<file path="config.mk">
export PLATFORM = sky130hd
export DESIGN_NAME = mem_req_ctrl
export DESIGN_NICKNAME = d
export VERILOG_FILES = /design/src/rtl/mem_req_ctrl.sv
export SDC_FILE = /design/constraint.sdc
export NUM_CORES = 1
export LEC_CHECK = 0
export CAP_MARGIN = 10
export CORE_MARGIN = 2
export CORE_UTILIZATION = 44
export DETAILED_ROUTE_END_ITERATION = 12
export PLACE_DENSITY = 0.92
export SETUP_SLACK_MARGIN = 0.1
export SYNTH_ARGS = -nofsm -noshare
export SYNTH_HDL_FRONTEND = slang
export SYNTH_SLANG_ARGS = --single-unit
export TNS_END_PERCENT = 30
</file>
<file path="constraint.sdc">
create_clock -name clk -period 5.2 [get_ports clk]
set_clock_uncertainty 0.05 [all_clocks]
set_input_delay 1.3 -clock clk [delete_from_list [all_inputs] [get_ports clk]]
set_output_delay 1.3 -clock clk [all_outputs]
set_load 0.05 [all_outputs]
</file>
<file path="src/rtl/mem_req_ctrl.sv">
`default_nettype none
// +--------------------------------------------------------------------------+
// | Module   : mem_req_ctrl                                                  |
// | Purpose  : Valid/ready request front end for a single-port synchronous   |
// |            RAM, with a credit-protected response FIFO that captures the  |
// |            RAM's one-cycle read data so nothing is lost under stall.     |
// | Revision : 1.0 - initial release                                         |
// +--------------------------------------------------------------------------+
module mem_req_ctrl #(
  parameter int ADDR_WIDTH = 8,
  parameter int DATA_WIDTH = 32,
  parameter int RSP_DEPTH  = 2
) (
  input  logic                  clk,
  input  logic                  reset,
  input  logic                  req_valid,
  output logic                  req_ready,
  input  logic                  req_we,
  input  logic [ADDR_WIDTH-1:0] req_addr,
  input  logic [DATA_WIDTH-1:0] req_wdata,
  output logic                  rsp_valid,
  input  logic                  rsp_ready,
  output logic [DATA_WIDTH-1:0] rsp_rdata,
  output logic                  mem_we,
  output logic [ADDR_WIDTH-1:0] mem_addr,
  output logic [DATA_WIDTH-1:0] mem_wdata,
  input  logic [DATA_WIDTH-1:0] mem_rdata
);

  localparam int PTR_W = (RSP_DEPTH > 1) ? $clog2(RSP_DEPTH) : 1;
  localparam int CNT_W = $clog2(RSP_DEPTH + 1);
  // Credit level carries one extra bit so occ + rd_pend never overflows.
  localparam logic [CNT_W:0]   c_depth = (CNT_W + 1)'(RSP_DEPTH);
  localparam logic [CNT_W-1:0] c_full  = CNT_W'(RSP_DEPTH);

  logic [DATA_WIDTH-1:0] fifo_q [RSP_DEPTH];
  logic [DATA_WIDTH-1:0] fifo_d [RSP_DEPTH];
  logic [PTR_W-1:0]      wr_ptr_q, wr_ptr_d;
  logic [PTR_W-1:0]      rd_ptr_q, rd_ptr_d;
  logic [CNT_W-1:0]      occ_q, occ_d;
  logic                  rd_pend_q, rd_pend_d;

  logic                  w_acc;
  logic                  w_push;
  logic                  w_pop;
  logic [CNT_W:0]        w_level;

  // Handshakes, credit check and zero-latency RAM pin drive.
  always_comb begin
    rsp_valid = !reset && (occ_q != '0);
    rsp_rdata = fifo_q[rd_ptr_q];
    w_pop     = rsp_valid && rsp_ready;
    w_push    = rd_pend_q;
    // Entries already owed = buffered + in flight, minus the one leaving now.
    w_level   = {1'b0, occ_q} + {{CNT_W{1'b0}}, rd_pend_q} - {{CNT_W{1'b0}}, w_pop};
    req_ready = !reset && (w_level < c_depth);
    w_acc     = req_valid && req_ready;
    mem_we    = w_acc && req_we;
    mem_addr  = req_addr;
    mem_wdata = req_wdata;
  end

  // Next state: track the in-flight read, capture RAM data, advance pointers.
  always_comb begin
    fifo_d    = fifo_q;
    wr_ptr_d  = wr_ptr_q;
    rd_ptr_d  = rd_ptr_q;
    occ_d     = occ_q;
    rd_pend_d = w_acc && !req_we;
    if (w_push) begin
      fifo_d[wr_ptr_q] = mem_rdata;
      wr_ptr_d         = wr_ptr_q + PTR_W'(1);
    end
    if (w_pop) begin
      rd_ptr_d = rd_ptr_q + PTR_W'(1);
    end
    case ({w_push, w_pop})
      2'b10:   occ_d = occ_q + CNT_W'(1);
      2'b01:   occ_d = occ_q - CNT_W'(1);
      default: occ_d = occ_q;
    endcase
  end

  // State register; reset drops any in-flight read and all buffered data.
  always_ff @(posedge clk) begin
    if (reset) begin
      fifo_q    <= '{default: '0};
      wr_ptr_q  <= '0;
      rd_ptr_q  <= '0;
      occ_q     <= '0;
      rd_pend_q <= 1'b0;
    end else begin
      fifo_q    <= fifo_d;
      wr_ptr_q  <= wr_ptr_d;
      rd_ptr_q  <= rd_ptr_d;
      occ_q     <= occ_d;
      rd_pend_q <= rd_pend_d;
    end
  end

  // Capturing into a full buffer would drop read data; credits must prevent it.
  a_no_overflow : assert property (@(posedge clk) disable iff (reset)
    !(w_push && !w_pop && (occ_q == c_full)));

endmodule
`default_nettype wire

</file>
* After elaboration in Yosys (flattened, before gate mapping)
Cells that the tools add are included.
Cells by class: add/sub/neg operators 6, $lt $le $gt $ge 4, eq/ne operators 2, multiplexer cells 7, bitwise gates (word level) 2, reductions and logical operators 11
Operators by type and width (number):
- 32-bit 2-to-1 mux | 4
- 64-bit bitwise mux | 1
- 32-bit demux with 1-bit select | 1
- 1-bit logical AND | 7
- 2-bit greater-or-equal comparator, second input constant | 2
- 1-bit inverter with 2-bit output | 2
- 2-bit case mux with 2 select lines | 1
- 2-bit nonzero test | 2
- 2-bit by 1-bit adder with 3-bit output | 1
- 3-bit by 2-bit less-than comparator with 1-bit output, second input constant | 1
- 3-bit by 1-bit subtractor with 3-bit output | 1
- 1-bit adder, second input constant | 2
- 2-bit by 1-bit adder with 2-bit output, second input constant | 1
- 2-bit by 1-bit == test with 1-bit output, second input constant | 1
- 2-bit == test, second input constant | 1
- 1-bit logical NOT | 2
- 2-bit by 1-bit less-than comparator with 1-bit output, second input constant | 1
- 2-bit by 1-bit subtractor with 2-bit output, second input constant | 1
Word-level totals: register bits after elaboration 69, output and inout port bits 75, word-level logic and storage cells 38

* Logic depth before layout (Yosys ltp)
depth after elaboration 8, depth in mapped cells 9

* Worst setup path before layout
No wires, ideal clock.
path kind in2out, start input reset, end output mem_we, arrival 4576 ps, data required time 3850 ps, path slack -726 ps, stages 9, cell sequence buf_2 > nor2_1 > and2_1 > ha_1 > nand2b_1 > fa_1 > xor2_1 > nor3b_2 > and3_1
On the way: longest elaborated chain between the ends 8
Ends and longest elaborated chain:
- start: declaration | line 15 | input logic reset,
- 1-bit logical NOT | line 50 | rsp_valid = !reset && (occ_q != '0);
- 1-bit logical AND | line 50
- via rsp_valid | line 21 | output logic rsp_valid,
- 1-bit logical AND | line 52 | w_pop = rsp_valid && rsp_ready;
- via w_pop | line 45 | logic w_pop;
- 3-bit by 1-bit subtractor with 3-bit output | line 55 | w_level = {1'b0, occ_q} + {{CNT_W{1'b0}}, rd_pend_q} - {{CNT_W{1'b0}}, w_pop};
- 3-bit by 2-bit less-than comparator with 1-bit output | line 56 | req_ready = !reset && (w_level < c_depth);
- 1-bit logical AND | line 56
- via req_ready | line 17 | output logic req_ready,
- 1-bit logical AND | line 57 | w_acc = req_valid && req_ready;
- 1-bit logical AND | line 58 | mem_we = w_acc && req_we;
- end: declaration | line 24 | output logic mem_we,
The timed path passes the listed nets, and every way through them passes these cells.

* Worst setup path in the final report
start input rsp_ready, end output mem_we
On the way: longest elaborated chain between the ends 6
Ends and longest elaborated chain:
- start: declaration | line 22 | input logic rsp_ready,
- 1-bit logical AND | line 52
- via w_pop | line 45
- 3-bit by 1-bit subtractor with 3-bit output | line 55
- 3-bit by 2-bit less-than comparator with 1-bit output | line 56
- 1-bit logical AND | line 56
- 1-bit logical AND | line 57
- 1-bit logical AND | line 58
The timed path passes the listed nets, and every way through them passes these cells.

==> run_results.csv <==
group,metric,value,unit
yosys,synth_top_area_frac,0.426,
sta,fmax,205,MHz
min_path,hold_path_class,"reg -> reg",
yosys,synth-adder-area-share,0.0139,
worst_setup_path,worstPathRequired,3850,ps
grt,antenna_found_initial,0,
route,vias,2553,
worst_setup_path,crit_path_max_incr_delay,490,ps
die,die_height,89.8,um
cts,clk_path_buf_depth,2,
sta,hold_viol,0,
min_path,min_path_cells,2,
yosys,yosysTopAreaCell,"dfxtp_1",
yosys,synth_mux_area_frac,0.111,
die,core_area,7180,um2
cts,ctsHoldBuffers,0,
placed_design,gp_congestion,0.736,
grt,grt_pass1_vias,2643,
cts,worst_skew_pair.late_latency,330,ps
cts,post_cts_buffers,0,
cts,cts_tree,"yes",
yosys,synth_simple_gate_area_frac,0.174,
cells_and_area,area_growth,22.2,%
cts,cts_sinks,69,
grt,grt_use_total,0.188,
cts,cts.repair.resized,0,
yosys,synthesis.nets,468,
die,rows,31,
sta,rsz0062_at_grt,"false",
sta,timing.final.crit_share,0.937,
route,post_drt_wl_per_cell,14.2,um
die,die-area,8070,um2
yosys,avgSynthCellArea,8.36,um2
worst_setup_path,rr_worst_depth,9,
min_path,worstHoldStart,"fifo_q[40]$_SDFFE_PP0P_",
sta,finalCriticalPeriod,4870,ps
worst_setup_path,crit_chain,"clkdlybuf4s50_1 -> and2_4 -> ha_4 -> nand2b_4 -> fa_2 -> xor2_2 -> nor3b_4 -> and3_4 -> buf_12",
route,drc,0,
yosys,synth-seq-cells,69,
yosys,synth_cell_types,22,
route,first_pass_iters,5,
yosys,syn-cell-area,3240,um2
placed_design,io_buffer_count,71,
sta,hold_ws,404,ps
route,vias_per_cell,4.98,
placed_design,place_area,3700,um2
cts,clk_pin_slew,70,ps
worst_setup_path,crit_start,"rsp_ready",
die,fp.dieW,89.8,um
yosys,synth_top_family_by_area,"simple AND/OR/NAND/NOR gates",
grt,grt_pass1_wl,12400,um
route,antenna_left,0,
placed_design,hpwl,4770,um
route,wl,7280,um
yosys,synth_compound_area_frac,0.111,
route,drt_iter0_drc,91,
power_and_ir_drop,vdd_ir_drop_max,0.214,mV
sta,worstMarginPinSlew,812,ps
sta,drv_slew,0,
worst_setup_path,worst_setup_path_start_kind,"input port",
outcome,status,"finished, final reports clean",
power_and_ir_drop,power.leakage,1.39,nW
cells_and_area,design_area,3960,um2
placed_design,dp_slack,321,ps
worst_setup_path,r2r_start,"occ_q[1]$_SDFFE_PP0N_",
yosys,synthTopCellsByArea,"dfxtp_1 (43%), nand2_1 (15%), mux2_2 (11%)",
yosys,syn-instance-count,388,
grt,grt_overflow,0,
cells_and_area,num-nets-final,489,
die,io_pins,152,
cts,cts-root-buf,"clkbuf_8",
sta,setup_slack,328,ps
cells_and_area,antennaDiodeCount,0,
cts,numCtsBuffers,9,
cts,htree_levels,3,
grt,grt_max_degree,70,
worst_setup_path,end_kind,"output port",
die,start_util,0.452,
worst_setup_path,critPathKind,"in -> out",
cells_and_area,n_fill_cell,626,
worst_setup_path,path_max_fanout,4,
yosys,yosysSeqAreaShare,0.426,
worst_setup_path,worstPathArrival,3520,ps
cells_and_area,final_layout_size_suffix_gt1_frac,0.174,
power_and_ir_drop,finalPower,1.43,mW
job,maxCapViolCount,0,
worst_setup_path,cp_slowest_cell,"clkdlybuf4s50_1",
sta,setup_viol,0,
yosys,synth_warnings,0,
power_and_ir_drop,pwr_density_cell,361,nW/um2
yosys,synth-xor-area-share,0.0108,
sta,setup_tns,0,ps
sta,relSlewSlack,0.456,
cells in the final DEF, fill, tap and decap left out, types with 3 or more instances in the layout:
master and instances:
nand2_1 130, a21oi_2 6, inv_1 3, nor2_1 4, mux2_2 32, xor2_1 3, dfxtp_1 69, clkbuf_8 11
buf_4 5, clkdlybuf4s50_1 68, a21oi_1 59
through the flow:
stage,instances,util
after floorplan,388,-
after global placement,496,0.516
after detailed placement,496,0.516
after CTS,512,0.548
after global routing,513,0.552
final,513,0.552
critical path: cells and delay by family:
kind	cells	cell delay [ps]
AND/OR/NAND/NOR	4	860
adder cells (fa/ha/maj)	2	580
XOR/XNOR	1	170
buffers and inverters	2	620
layout make-up:
type                       count  area [um2]  share of cell area
clock inverter                 5        82.6              0.0208
tap                           99         124              0.0313
inverter                       3        11.3             0.00284
timing repair buffer          77         791               0.200
multi-input combinational    249        1420               0.358
clock buffer                  11         151              0.0382
sequential                    69        1380               0.349
logic make-up (layout without fill, tap and decap cells):
group	Yosys count	in the layout
buffers and inverters	70	96
and+or+nand+nor	143	143
AOI/OAI and AO/OA	67	67
DFF	69	69
xor gates and xnor gates	4	4
adders and majority gates	3	3
muxes	32	32
power breakdown:
| group | internal (mW) | switching, mW |
|---|---|---|
| Clock | 0.297 | 0.199 |
| Combinational | 0.151 | 0.203 |
| Sequential | 0.555 | 0.0249 |
| Total | 1.00 | 0.427 |
synthesized netlist by cell type:
master	instances
nor3b_2	1
nand2b_1	2
a21oi_1	59
nor2b_1	1
a21oi_2	6
dfxtp_1	69
buf_4	46
nand2_1	130
fa_1	1
xor2_1	4
o21ai_0	1
inv_1	3
clkbuf_1	4
a211oi_1	1
and3b_1	1
and2_1	2
buf_6	6
and3_1	1
buf_2	11
ha_1	2
mux2_2	32
nor2_1	5
layer usage:
metal  GRT usage  vias up  share of wire
met4      0.0731        0         0.0095
met5           0        -              0
met1       0.228     1201           0.44
met2       0.315       85           0.49
met3      0.0570       16          0.059
li1            -     1251              -
final timing paths:
check | endpoint | slack (ps)
worst max register to register | rd_pend_q$_SDFF_PP0_ | 2850
worst max-delay path | mem_we | 330
worst min register to register | fifo_q[40]$_SDFFE_PP0P_ | 400
worst min-delay path | fifo_q[40]$_SDFFE_PP0P_ | 400
sequential cells by signal (all words and copies together) (netlist names):
register,cells
occ_q,2
rd_pend_q,1
rd_ptr_q,1
wr_ptr_q,1
fifo_q,64
Note: power is estimated with default switching activity, not from simulation.
